## src/rtl/uart_loop_buffer.sv

```systemverilog
// Elastic byte FIFO between uart_rx and uart_tx in the loopback path.
// Every rx strobe is queued; bytes drain one at a time as uart_tx becomes free.
module uart_loop_buffer #(
  parameter int DATA_W   = 8,
  parameter int ADDR_W   = 4,
  parameter int BUSY_TMO = 4
) (
  input  logic              clk,
  input  logic              rst,
  input  logic              rx_done,
  input  logic [DATA_W-1:0] rx_data,
  input  logic              tx_busy,
  output logic              tx_en,
  output logic [DATA_W-1:0] tx_data,
  output logic [ADDR_W:0]   fifo_cnt,
  output logic              ovf,
  input  logic              ovf_clr
);

  localparam int DEPTH = 2**ADDR_W;
  localparam int TMO_W = $clog2(BUSY_TMO + 1);

  typedef enum logic [1:0] {IDLE, SEND, WAIT_BUSY, WAIT_DONE} state_t;

  state_t              state_q, state_d;
  logic [ADDR_W-1:0]   wr_ptr_q, wr_ptr_d, rd_ptr_q, rd_ptr_d;
  logic [ADDR_W:0]     cnt_q, cnt_d;
  logic                ovf_q, ovf_d;
  logic                tx_en_q, tx_en_d;
  logic [DATA_W-1:0]   tx_data_q, tx_data_d;
  logic [TMO_W-1:0]    tmo_q, tmo_d;
  logic [DATA_W-1:0]   mem_q [DEPTH];

  logic full, empty, pop, push, drop;

  assign full  = (cnt_q == (ADDR_W+1)'(DEPTH));
  assign empty = (cnt_q == '0);
  assign pop   = (state_q == IDLE) && !empty && !tx_busy;
  // A pop in the same cycle frees a slot, so a push into a full FIFO still lands.
  assign push  = rx_done && (!full || pop);
  assign drop  = rx_done && full && !pop;

  always_comb begin
    state_d   = state_q;
    tx_en_d   = 1'b0;
    tx_data_d = tx_data_q;
    tmo_d     = tmo_q;
    case (state_q)
      IDLE: if (pop) begin
        tx_data_d = mem_q[rd_ptr_q];
        tx_en_d   = 1'b1;
        state_d   = SEND;
      end
      SEND: begin
        tmo_d   = '0;
        state_d = WAIT_BUSY;
      end
      WAIT_BUSY: begin
        if (tx_busy)                              state_d = WAIT_DONE;
        else if (tmo_q == TMO_W'(BUSY_TMO - 1))   state_d = IDLE;
        else                                      tmo_d   = tmo_q + 1'b1;
      end
      WAIT_DONE: if (!tx_busy) state_d = IDLE;
      default: state_d = IDLE;
    endcase
  end

  always_comb begin
    wr_ptr_d = wr_ptr_q + ADDR_W'(push);
    rd_ptr_d = rd_ptr_q + ADDR_W'(pop);
    cnt_d    = cnt_q + (ADDR_W+1)'(push) - (ADDR_W+1)'(pop);
    ovf_d    = ovf_q;
    if (ovf_clr) ovf_d = 1'b0;
    if (drop)    ovf_d = 1'b1;
  end

  always_ff @(posedge clk or posedge rst) begin
    if (rst) begin
      state_q   <= IDLE;
      wr_ptr_q  <= '0;
      rd_ptr_q  <= '0;
      cnt_q     <= '0;
      ovf_q     <= 1'b0;
      tx_en_q   <= 1'b0;
      tx_data_q <= '0;
      tmo_q     <= '0;
    end else begin
      state_q   <= state_d;
      wr_ptr_q  <= wr_ptr_d;
      rd_ptr_q  <= rd_ptr_d;
      cnt_q     <= cnt_d;
      ovf_q     <= ovf_d;
      tx_en_q   <= tx_en_d;
      tx_data_q <= tx_data_d;
      tmo_q     <= tmo_d;
    end
  end

  // Storage carries no reset; contents are qualified by the pointers.
  always_ff @(posedge clk) begin
    if (push) mem_q[wr_ptr_q] <= rx_data;
  end

  assign tx_en    = tx_en_q;
  assign tx_data  = tx_data_q;
  assign fifo_cnt = cnt_q;
  assign ovf      = ovf_q;

endmodule

```

## config.mk

```make
export PLATFORM = sky130hd
export DESIGN_NAME = uart_loop_buffer
export DESIGN_NICKNAME = d
export VERILOG_FILES = /design/src/rtl/uart_loop_buffer.sv
export SDC_FILE = /design/constraint.sdc
export NUM_CORES = 1
export LEC_CHECK = 0
export BUFFER_PORTS_ARGS = -buffer_cell sky130_fd_sc_hd__buf_2
export CAP_MARGIN = 0
export CORE_MARGIN = 2
export CORE_UTILIZATION = 42
export DETAILED_ROUTE_END_ITERATION = 10
export GPL_TIMING_DRIVEN = 0
export SLEW_MARGIN = 20
export SYNTH_ARGS = -nofsm -noshare
export SYNTH_HDL_FRONTEND = slang
export SYNTH_SLANG_ARGS = --single-unit
```

## constraint.sdc

```tcl
create_clock -name clk -period 4.6 [get_ports clk]
set_clock_uncertainty 0.1 [all_clocks]
set_input_delay 0.92 -clock clk [delete_from_list [all_inputs] [get_ports clk]]
set_output_delay 0.92 -clock clk [all_outputs]
set_load 0.02 [all_outputs]
```

# == Yosys cells after proc, flatten, opt, wreduce, memory -nomap -nowiden ==
# Memories as Yosys holds them, arrays and structs flattened. A register that Yosys moved wholly into a read port is not among the register bits.
# Cells that the tools add are included.
# word_totals
memories,1
mem_bits_rw,128
out_inout_bits,15
inputBits,13
reg_bits,20
# mem_list
name,words,width,read_ports,rd_clocked_by_memory_dff,wr,line_no,text
mem_q,16,8,1,1,1,32,logic [DATA_W-1:0] mem_q [DEPTH];
# op_classes
muxes,14
add_sub_neg,5
eq_ne,10
n_reduce_logical,17
# op_table
op,count
4-bit by 1-bit adder with 4-bit output,2
2-bit 2-to-1 mux,4
2-bit != test (second input constant),4
2-bit case mux with 4 select lines,1
1-bit 2-to-1 mux,6
3-bit 2-to-1 mux,2
3-bit case mux with 2 select lines,1
3-bit AND reduction,2
5-bit by 1-bit adder with 5-bit output,1
5-bit == test (second input constant),1
1-bit logical AND,5
5-bit zero test,1
5-bit by 1-bit subtractor with 5-bit output,1
2-bit == test (second input constant),2
1-bit zero test,4
2-bit nonzero test,2
3-bit by 1-bit adder with 3-bit output (second input constant),1
3-bit by 2-bit == test with 1-bit output (second input constant),1
3-bit != test (second input constant),1
2-bit by 1-bit == test with 1-bit output (second input constant),1
2-bit zero test,1
2-bit AND reduction,1
1-bit logical OR,1

# == Longest topological paths before layout ==
# Gate-level depths: netlist of run 1.
# logic_depth
depth_word,8
mapped_depth,16
depth_no_buf,14

# == Least setup slack after synthesis of run 1 ==
# No wires, ideal clock.
# synth_timing
path_kind,input to register
from,input tx_busy
to,register cnt_q[4] (netlist: fifo_cnt[4])
t_arrival_ps,3087
slack_ps,1333
cell_stages,14
setup_ps,80
path_buffers,2
path_cell_list,or3_4 a21o_2 buf_2 buf_2 inv_1 ha_1 inv_1 ha_1 inv_1 fa_1 inv_1 a21oi_1 o21bai_1 xnor2_1
# synth_via
elab_chain_len,6
# synth_rtl
element,line_no,text
start: declaration,12,"input logic tx_busy,"
1-bit zero test *,n/a,
1-bit logical AND *,38,assign pop = (state_q == IDLE) && !empty && !tx_busy;
1-bit logical OR,40,assign push = rx_done && (!full || pop);
1-bit logical AND,40,
5-bit by 1-bit adder with 5-bit output,71,cnt_d = cnt_q + (ADDR_W+1)'(push) - (ADDR_W+1)'(pop);
5-bit by 1-bit subtractor with 5-bit output *,71,
named net cnt_d[4],27,"logic [ADDR_W:0] cnt_q, cnt_d;"
end signal: assignment,91,cnt_q <= cnt_d;
end: declaration,27,
# Mark *: on every way through the listed nets, which the timed path passes. The rest lies on a longest branch.
# A chain may end at the register's enable or synchronous reset.

# == Worst setup path in the final report of run 1 ==
# layout_timing
from,register cnt_q[2] (netlist: fifo_cnt[2])
to,register cnt_q[4] (netlist: fifo_cnt[4])
# layout_via
elab_chain_len,8
# layout_rtl
element,line_no,text
5-bit zero test,37,assign empty = (cnt_q == '0);
1-bit zero test,38,
1-bit logical AND (2 in series),38,
1-bit logical OR,40,
1-bit logical AND,40,
5-bit by 1-bit adder with 5-bit output,71,
5-bit by 1-bit subtractor with 5-bit output *,71,
named net cnt_d[4],27,
# Marked as above.

==> key figures, run 1 <==
Routing
  – Drc violations: 0
  – Via count: 3060
  – Initial DRC count: 257
  – ANT nets after route: 0
  – Total wire length: 11800 microns
  – Avg WL per Cell: 20.4 microns
  – First-pass detailed-route iteration total: 4
  – Via density: 5.28

Global route
  – Global route overflow: 0
  – Number of global-route vias before repair: 3093
  – Initial antenna violation count: 0
  – First-pass GRT wire length: 18400 microns
  – Largest net degree at the start of global routing: 29
  – Total track usage: 15.9%

CTS
  – Cts bufs inserted: 17
  – H-tree levels: 4
  – Cts-stage hold buffer count: 0
  – Post-CTS setup repair buffer count: 0
  – Worst-case clock buffer depth: 2
  – CTS Sinks: 156
  – TritonCTS clock tree: done
  – Root Buffer: clkbuf_16
  – Worst-Skew Late Latency: 0.42 ns
  – Clock slew seen by the registers of the worst setup and hold paths: 0.06 ns
  – Post-CTS sizing: 0

Worst setup path
  – Crit-path most repeated cell: inv_1
  – Critical Path, Cell by Cell: inv_1 -> ha_1 -> nor3b_1 -> a21o_2 -> buf_2 -> buf_2 -> inv_1 -> ha_1 -> inv_1 -> ha_1 -> inv_1 -> fa_1 -> inv_1 -> a21oi_1 -> o21bai_1 -> xnor2_1
  – Crit path buffers/inverters: 7
  – Reg-to-Reg Start: fifo_cnt[2]$_DFF_PP0_
  – CP required: 4.84 ns
  – CP Capture Type: flip-flop
  – Critical Path AT: 3.79 ns
  – Delay-heaviest family, CP: adder cells
  – Critical path's largest stage delay: 0.50 ns
  – Worst R2R Path Depth: 16
  – R2R Setup Slk: 1.05 ns
  – Crit-path max FO: 10
  – WS Path Type: flip-flop to flip-flop
  – Reg-to-Reg End: fifo_cnt[4]$_DFF_PP0_
  – Crit start category: flip-flop
  – Critical path's slowest cell: nor3b_1

Die
  – Die H: 127 microns
  – # IOs: 28
  – Die footprint: 16000 sq um
  – Core box area: 14600 sq um
  – # rows: 44
  – Starting Density: 43.3%
  – Die Wd: 127 microns

Placement
  – GPL Wtd Cong: 0.755
  – Dpl cells: 548
  – IO Port Bufs: 27
  – Hpwl dp: 7810 microns
  – DP Worst Slack: 0.886 ns

Synth
  – Mean post-synth cell area: 18.8 sq um
  – Ys async rst share: 17.9%
  – Synth Register Bits: 156
  – Post-synthesis cell area: 6310 sq um
  – Unique masters post-synth: 39
  – Post-synth EDFFs: 128
  – Ys flop type: edfxtp_1
  – Syn_nets: 361
  – Seq/Total Area, Yosys: 72.0%
  – Gate Count Post-Synth: 335
  – Synth warnings: 0

Timing
  – Setup violators final: 0
  – Final Cycle Share: 77.2%
  – Final min period: 3.55 ns
  – Maximum achievable frequency: 282 MHz
  – Slew margin rel.: 32.1%
  – Setup TNS Final: 0 ns
  – RSZ-0062 raised after global routing: false
  – Final Hold Fails: 0
  – Slew @ Worst Pin: 1.01 ns
  – PnR worst setup slack: 1.05 ns
  – Max Slew Vio Count: 0

Run status
  – Status: completed

Power
  – Total power divided by cell area: 633 nW/um^2
  – Total power: 0.00459 W
  – Leak pwr: 2.61 nW
  – Worst VDD drop: 306 uV

Finish
  – Inserted Diodes: 0
  – Post-layout util: 49.7%
  – Fraction of layout cells with a size suffix above 1: 30.1%
  – Area growth syn-to-layout: 14.8%
  – Layout Cells excl Fill: 580
  – Nets@finish: 409

Worst hold path
  – Min-Delay Path Class: flip-flop to flip-flop
  – Endpoint, Worst Hold: tx_data[7]$_DFFE_PP0P_
  – Hold Crit Start: tx_data[7]$_DFFE_PP0P_
  – Hold path depth: 2

Job
  – Max_cap viols: 0
## synthesized netlist by cell type, types with 2 or more instances
library cell  number  area (sq um)
edfxtp_1         128          3840
mux4_2            32           721
dfrtp_1           28           701
nor2_1            17          63.8
inv_1             16          60.1
mux2i_1           13           130
ha_1              12           150
nand2_1           10          37.5
a21oi_1            7          35.0
o21ai_0            7          35.0
a22o_1             6          52.6
buf_2              5          25.0
mux2_2             5          56.3
clkbuf_1           4          15.0
xnor2_1            4          35.0
xor2_1             4          35.0
a211o_1            3          26.3
buf_6              3          33.8
nand3_1            3          15.0
nor2b_1            3          18.8
nor3_1             3          15.0
a21o_2             2          17.5
buf_4              2          15.0
nand2b_1           2          12.5
nand3b_1           2          15.0
## tightest hold or removal path, stage by stage (launching register included)
cell,delay [ns]
dfrtp_1,0.33
nand2_1,0.04
o21ai_0,0.05
## stage by stage
| stage | instance area [sq um] | hold WS [ns] |
|---|---|---|
| after floorplan | 6310 | 0.373 |
| after global placement | 6680 | 0.358 |
| after detailed placement | 6710 | 0.366 |
| after CTS | 7250 | 0.379 |
| after global routing | 7250 | 0.393 |
| final | 7250 | 0.368 |
## where the power goes
part	internal, W	total (W)	switching [W]
Combinational	0.000672	0.00146	0.000791
Sequential	0.00177	0.00187	0.000105
Clock	0.000726	0.00125	0.000527
## registers in the layout, summed over array words and instances, names as in the netlist
signal / flops
fifo_cnt: 5
mem_q: 128
ovf: 1
rd_ptr_q: 4
state_q: 2
tmo_q: 3
tx_data: 8
tx_en: 1
wr_ptr_q: 4
## per-layer routing
| metal | vias to the layer above | global-route usage (%) | share of wire, % |
|---|---|---|---|
| met3 | 14 | 3.42 | 4.1 |
| met5 | - | 0 | 0 |
| met4 | 0 | 6.59 | 1.8 |
| met1 | 1584 | 21.6 | 46 |
| met2 | 62 | 25.1 | 48 |
| li1 | 1400 | - | - |
## area by class of cell
type | count | area (sq um)
buffer | 17 | 118
clock buffer | 21 | 470
clock inverter | 11 | 70.1
fill | 1213 | 7340
inverter | 16 | 60.1
multi-input combinational | 146 | 1610
sequential | 156 | 4540
tap | 184 | 230
timing repair buffer | 29 | 150
## cell usage in the layout (no fill, tap or decap), types with 2 or more instances in the layout
cell type   count
a211o_1         3
a21o_2          2
a21oi_1         7
a22o_1          6
buf_2          32
buf_4           4
buf_6           3
clkbuf_1        5
clkbuf_16      17
clkbuf_8        3
clkinv_2        4
clkinvlp_4      5
dfrtp_1        28
edfxtp_1      128
ha_1           12
inv_1          15
mux2_2          5
mux2i_1        13
mux4_2         32
nand2_1        10
nand2b_1        2
nand3_1         3
nand3b_1        2
nor2_1         17
nor2b_1         3
nor3_2          4
o21ai_0         7
xnor2_1         4
xor2_1          4
## worst max-delay path by stage
stage,start,to,cells after the start
after floorplan,tx_busy,fifo_cnt[4]$_DFF_PP0_,14
after global placement,tx_busy,mem_q[3][7]$_DFFE_PP_,5
after detailed placement,tx_busy,fifo_cnt[4]$_DFF_PP0_,15
after CTS,fifo_cnt[2]$_DFF_PP0_,fifo_cnt[4]$_DFF_PP0_,16
after global routing,fifo_cnt[2]$_DFF_PP0_,fifo_cnt[4]$_DFF_PP0_,16
final,fifo_cnt[2]$_DFF_PP0_,fifo_cnt[4]$_DFF_PP0_,16
## cells by family (layout without fill, tap and decap cells)
family	count (synthesis)	count (layout)	share of synthesized area, %
flops	156	156	72.0
xor+xnor	8	8	1.11
fa+ha+maj	13	13	2.70
compound gates	29	29	3.37
simple gates	46	46	3.65
buf+inv	33	94	2.81
mux	50	50	14.4
Note: power is estimated with default switching activity, not from simulation.
==> run 2, diff against run 1 <==
==> constraint.sdc (replaced) <==
create_clock -name clk -period 3.1 [get_ports clk]
set_clock_uncertainty 0.1 [all_clocks]
set_input_delay 0.62 -clock clk [delete_from_list [all_inputs] [get_ports clk]]
set_output_delay 0.62 -clock clk [all_outputs]
set_load 0.02 [all_outputs]
==> key figures, run 2 (synthesis gave the netlist of run 1 again) <==
Timing
  – Hold_ws: 0.165 ns
  – Final Hold Fails: 0
  – RSZ-0062 raised after global routing: false
  – Max Slew Vio Count: 0
  – Maximum achievable frequency: 347 MHz
  – Final Cycle Share: 93.0%
  – Slew margin rel.: 35.1%
  – Final min period: 2.88 ns
  – Setup violators final: 0
  – Slew @ Worst Pin: 0.969 ns

CTS
  – H-tree levels: 4
  – CTS Sinks: 156
  – Worst-Skew Late Latency: 0.42 ns
  – TritonCTS clock tree: done
  – Clock slew seen by the registers of the worst setup and hold paths: 0.06 ns
  – Cts bufs inserted: 17
  – Worst-case clock buffer depth: 2
  – Cts-stage hold buffer count: 0
  – Root Buffer: clkbuf_16

Global route
  – First-pass GRT wire length: 18500 microns
  – Total track usage: 16.1%
  – Largest net degree at the start of global routing: 29
  – Initial antenna violation count: 0
  – Global route overflow: 0
  – Number of global-route vias before repair: 3206

Routing
  – Drc violations: 0
  – ANT nets after route: 0
  – Avg WL per Cell: 20.4 microns
  – Via count: 3090
  – Via density: 5.35
  – Initial DRC count: 204
  – Total wire length: 11800 microns
  – First-pass detailed-route iteration total: 4

Finish
  – Nets@finish: 407
  – Most frequent cells in the layout: edfxtp_1, mux4_2, buf_2
  – Top register by number of flip-flops: mem_q
  – Fraction of layout cells with a size suffix above 1: 29.4%
  – Storage cell area: 4540 sq um
  – Fillcell total: 1208
  – Max reg flops: 128
  – Commonest non-fill, non-tap cell in the layout: edfxtp_1
  – Final Instance Area: 7320 sq um
  – Inserted Diodes: 0
  – Area growth syn-to-layout: 16.0%
  – Area of the multi-input gates: 1620 sq um

Die
  – Die H: 127 microns
  – Die footprint: 16000 sq um
  – # rows: 44
  – # IOs: 28
  – Starting Density: 43.3%
  – Core box area: 14600 sq um
  – Die Wd: 127 microns

Power
  – Total power divided by cell area: 971 nW/um^2
  – Leak pwr: 2.65 nW
  – Worst VDD drop: 538 uV

Placement
  – Hpwl dp: 7690 microns
  – GPL Wtd Cong: 0.777
  – Post-placement cell area: 6710 sq um
  – IO Port Bufs: 27

Worst setup path
  – R2R Setup Slk: 0.22 ns
  – CP Capture Type: flip-flop
  – Crit start category: flip-flop
  – Reg-to-Reg End: fifo_cnt[4]$_DFF_PP0_
  – CP required: 3.35 ns
  – WS Path Type: flip-flop to flip-flop
  – Worst R2R Path Depth: 14
  – Crit-path max FO: 19
  – Critical Path AT: 3.13 ns
  – Reg-to-Reg Start: fifo_cnt[3]$_DFF_PP0_

Job
  – Max_cap viols: 0

Worst hold path
  – Min-Delay Path Class: input port to async pin

Run status
  – Status: completed
-- run 2: cell types whose count changed in the layout (fill, tap and decap cells not counted), sizes merged --
| cell | delta |
|---|---|
| bufinv | +4 |
| clkbuf | -3 |
| buf | -2 |
| clkinvlp | -1 |
-- run 2: through the flow --
stage	util, %	setup TNS (ns)	total power, W	setup slack (ns)	cells
after floorplan	-	0	0.00441	0.127	335
after global placement	45.8	-4.65	0.00497	-0.253	546
after detailed placement	46.0	-1.17	0.00504	-0.262	548
after CTS	50.1	0	0.00718	0.0583	578
after global routing	50.2	0	0.00747	0.00275	578
final	50.2	0	0.00711	0.218	578
-- run 2: area by class of cell --
| type | instances | area share, % |
|---|---|---|
| repair buffers | 29 | 2.05 |
| plain buffers | 15 | 1.47 |
| flip-flops and latches | 156 | 62.1 |
| clock buffers | 18 | 5.86 |
| inverters | 16 | 0.820 |
| well taps | 184 | 3.14 |
| clock inverters | 14 | 2.41 |
| multi-input cells | 146 | 22.2 |
-- run 2: how the worst max path moves through the flow --
stage,from,to,cells past startpoint
floorplan,fifo_cnt[3]$_DFF_PP0_,fifo_cnt[4]$_DFF_PP0_,16
global placement,tx_busy,fifo_cnt[4]$_DFF_PP0_,15
detailed placement,tx_busy,fifo_cnt[4]$_DFF_PP0_,15
CTS,fifo_cnt[3]$_DFF_PP0_,fifo_cnt[4]$_DFF_PP0_,14
global route,fifo_cnt[3]$_DFF_PP0_,fifo_cnt[4]$_DFF_PP0_,14
finish,fifo_cnt[3]$_DFF_PP0_,fifo_cnt[4]$_DFF_PP0_,14
-- run 2: report_power, final --
part	internal [W]	switching, W	leakage (nW)
Sequential	0.00262	0.000159	1.50
Combinational	0.00100	0.00120	0.862
Clock	0.00133	0.000793	0.284
Total	0.00496	0.00215	2.65
-- run 2: critical path, stage by stage (launching register included) --
cell and delay (ns):
dfrtp_1 0.40, inv_1 0.09, ha_1 0.15, nor3b_4 0.29
a21o_4 0.28, inv_1 0.11, ha_1 0.29, inv_1 0.06
ha_1 0.15, inv_1 0.05, fa_1 0.41, inv_1 0.07
a21oi_1 0.07, o21bai_1 0.16, xnor2_1 0.13
-- run 2: timing repair --
item                                   4_1_cts  5_1_grt
resized for setup                            1        1
endpoints found under the hold margin        0        0
setup buffers                                0        0
setup endpoints to repair                    1        1
pin swaps                                    0        1
-- run 2: layer usage --
metal,wire [microns],vias up,track usage (%)
met5,0,-,0
met4,229,0,6.79
met3,564,23,4.05
met2,5700,73,25.4
met1,5320,1600,21.5
li1,-,1394,-
==> run 3, diff against run 2 <==
--- a/config.mk
+++ b/config.mk
@@ -5,7 +5,7 @@
 export SDC_FILE = /design/constraint.sdc
 export NUM_CORES = 1
 export LEC_CHECK = 0
-export BUFFER_PORTS_ARGS = -buffer_cell sky130_fd_sc_hd__buf_2
+export BUFFER_PORTS_ARGS = -buffer_cell sky130_fd_sc_hd__buf_4
 export CAP_MARGIN = 0
 export CORE_MARGIN = 2
 export CORE_UTILIZATION = 42
==> key figures, run 3 (synthesis gave the netlist of run 1 again) <==
Finish
  – Max reg flops: 128
  – Final Instance Area: 7370 sq um
  – Fillcell total: 1202
  – Fraction of layout cells with a size suffix above 1: 29.4%
  – Most frequent cells in the layout: edfxtp_1, mux4_2, buf_4
  – Commonest non-fill, non-tap cell in the layout: edfxtp_1
  – Layout Cells excl Fill: 578
  – Inserted Diodes: 0
  – Area growth syn-to-layout: 16.7%
  – Top register by number of flip-flops: mem_q
  – Area of the multi-input gates: 1620 sq um
  – Storage cell area: 4540 sq um
  – Nets@finish: 407
  – Post-layout util: 50.5%

CTS
  – TritonCTS clock tree: done
  – H-tree levels: 4
  – Worst-case clock buffer depth: 2
  – Clock slew seen by the registers of the worst setup and hold paths: 0.06 ns
  – Cts-stage hold buffer count: 0
  – Worst-Skew Late Latency: 0.42 ns
  – CTS Sinks: 156
  – Post-CTS setup repair buffer count: 0
  – Post-CTS sizing: 1
  – Root Buffer: clkbuf_16
  – Cts bufs inserted: 17

Timing
  – Final Hold Fails: 0
  – Final Cycle Share: 92.9%
  – Hold_ws: 0.168 ns
  – RSZ-0062 raised after global routing: false
  – Final min period: 2.88 ns
  – Slew margin rel.: 32.6%
  – Max Slew Vio Count: 0
  – Slew @ Worst Pin: 1.01 ns
  – Setup violators final: 0
  – Maximum achievable frequency: 347 MHz

Run status
  – Status: completed

Worst setup path
  – Critical path's slowest cell: nor2_1
  – Crit-path max FO: 10
  – Crit start category: flip-flop
  – Critical Path, Cell by Cell: buf_6 -> or3_4 -> a31oi_4 -> or3b_4 -> nor2_1
  – Critical Path AT: 2.83 ns
  – Crit path buffers/inverters: 1
  – WS Path Type: flip-flop to flip-flop
  – Delay-heaviest family, CP: simple AND/OR/NAND/NOR gates
  – Critical path's largest stage delay: 0.73 ns
  – CP Capture Type: flip-flop
  – CP required: 3.04 ns

Die
  – Starting Density: 43.3%
  – Die H: 127 microns
  – # IOs: 28
  – Die footprint: 16000 sq um
  – # rows: 44
  – Core box area: 14600 sq um
  – Die Wd: 127 microns

Global route
  – Total track usage: 16.3%
  – Number of global-route vias before repair: 3234
  – First-pass GRT wire length: 18700 microns
  – Global route overflow: 0
  – Initial antenna violation count: 0
  – Largest net degree at the start of global routing: 29

Placement
  – GPL Wtd Cong: 0.758
  – IO Port Bufs: 27
  – Post-placement cell area: 6780 sq um
  – Dpl cells: 548
  – Hpwl dp: 7910 microns

Routing
  – Drc violations: 0
  – ANT nets after route: 0
  – Initial DRC count: 229
  – First-pass detailed-route iteration total: 4
  – Via density: 5.38
  – Via count: 3112
  – Total wire length: 12200 microns
  – Avg WL per Cell: 21.0 microns

Job
  – Max_cap viols: 0

Power
  – Worst VDD drop: 487 uV
  – Leak pwr: 2.66 nW
  – Total power: 0.00708 W
  – Total power divided by cell area: 961 nW/um^2

Worst hold path
  – Min-Delay Path Class: input port to async pin
-- run 3: cell count changes in the layout (fill, tap and decap cells not counted), sizes merged --
cell and delta:
clkinv +2, bufinv -1, clkinvlp -2, clkbuf +1
-- run 3: cell type report --
| class | instances | share of cell area, % |
|---|---|---|
| Buffer | 15 | 1.46 |
| Clock buffer | 19 | 5.88 |
| Clock inverter | 13 | 2.04 |
| Inverter | 16 | 0.815 |
| Multi-Input combinational cell | 146 | 22.0 |
| Sequential cell | 156 | 61.7 |
| Tap cell | 184 | 3.13 |
| Timing Repair Buffer | 29 | 2.96 |
-- run 3: worst paths after layout --
check,startpoint,end,slack [ns],depth (start not counted)
setup / recovery,state_q[0]$_DFFE_PP0P_,mem_q[4][4]$_DFFE_PP_,0.22,5
hold / removal,rst,fifo_cnt[4]$_DFF_PP0_,0.17,2
setup reg to reg,state_q[0]$_DFFE_PP0P_,mem_q[4][4]$_DFFE_PP_,0.22,5
hold reg to reg,tx_data[7]$_DFFE_PP0P_,tx_data[7]$_DFFE_PP0P_,0.38,2
max in group asynchronous,rst,wr_ptr_q[3]$_DFF_PP0_,2.34,2
min in group clk,ovf_clr,ovf$_DFFE_PP0P_,0.30,2
-- run 3: routing by layer --
layer / vias to the layer above / global-route usage (%) / share of wire (%)
met1: 1648 / 21.2 / 45
met3: 14 / 3.88 / 3.7
li1: 1396 / - / -
met2: 54 / 26.7 / 50
met5: - / 0 / 0
met4: 0 / 6.46 / 1.3
-- run 3: report_power, final --
group / switching (W) / internal [W]
sequential: 0.000168 / 0.00262
combinational: 0.00118 / 0.00105
clock: 0.000796 / 0.00125
total: 0.00215 / 0.00493
-- run 3: stage by stage --
| step | TNS, ns | setup slack [ns] |
|---|---|---|
| after floorplan | 0 | 0.127 |
| after global placement | -5.89 | -0.266 |
| after detailed placement | -0.752 | -0.249 |
| after CTS | 0 | 0.0669 |
| after global routing | 0 | 0.00402 |
| final | 0 | 0.219 |
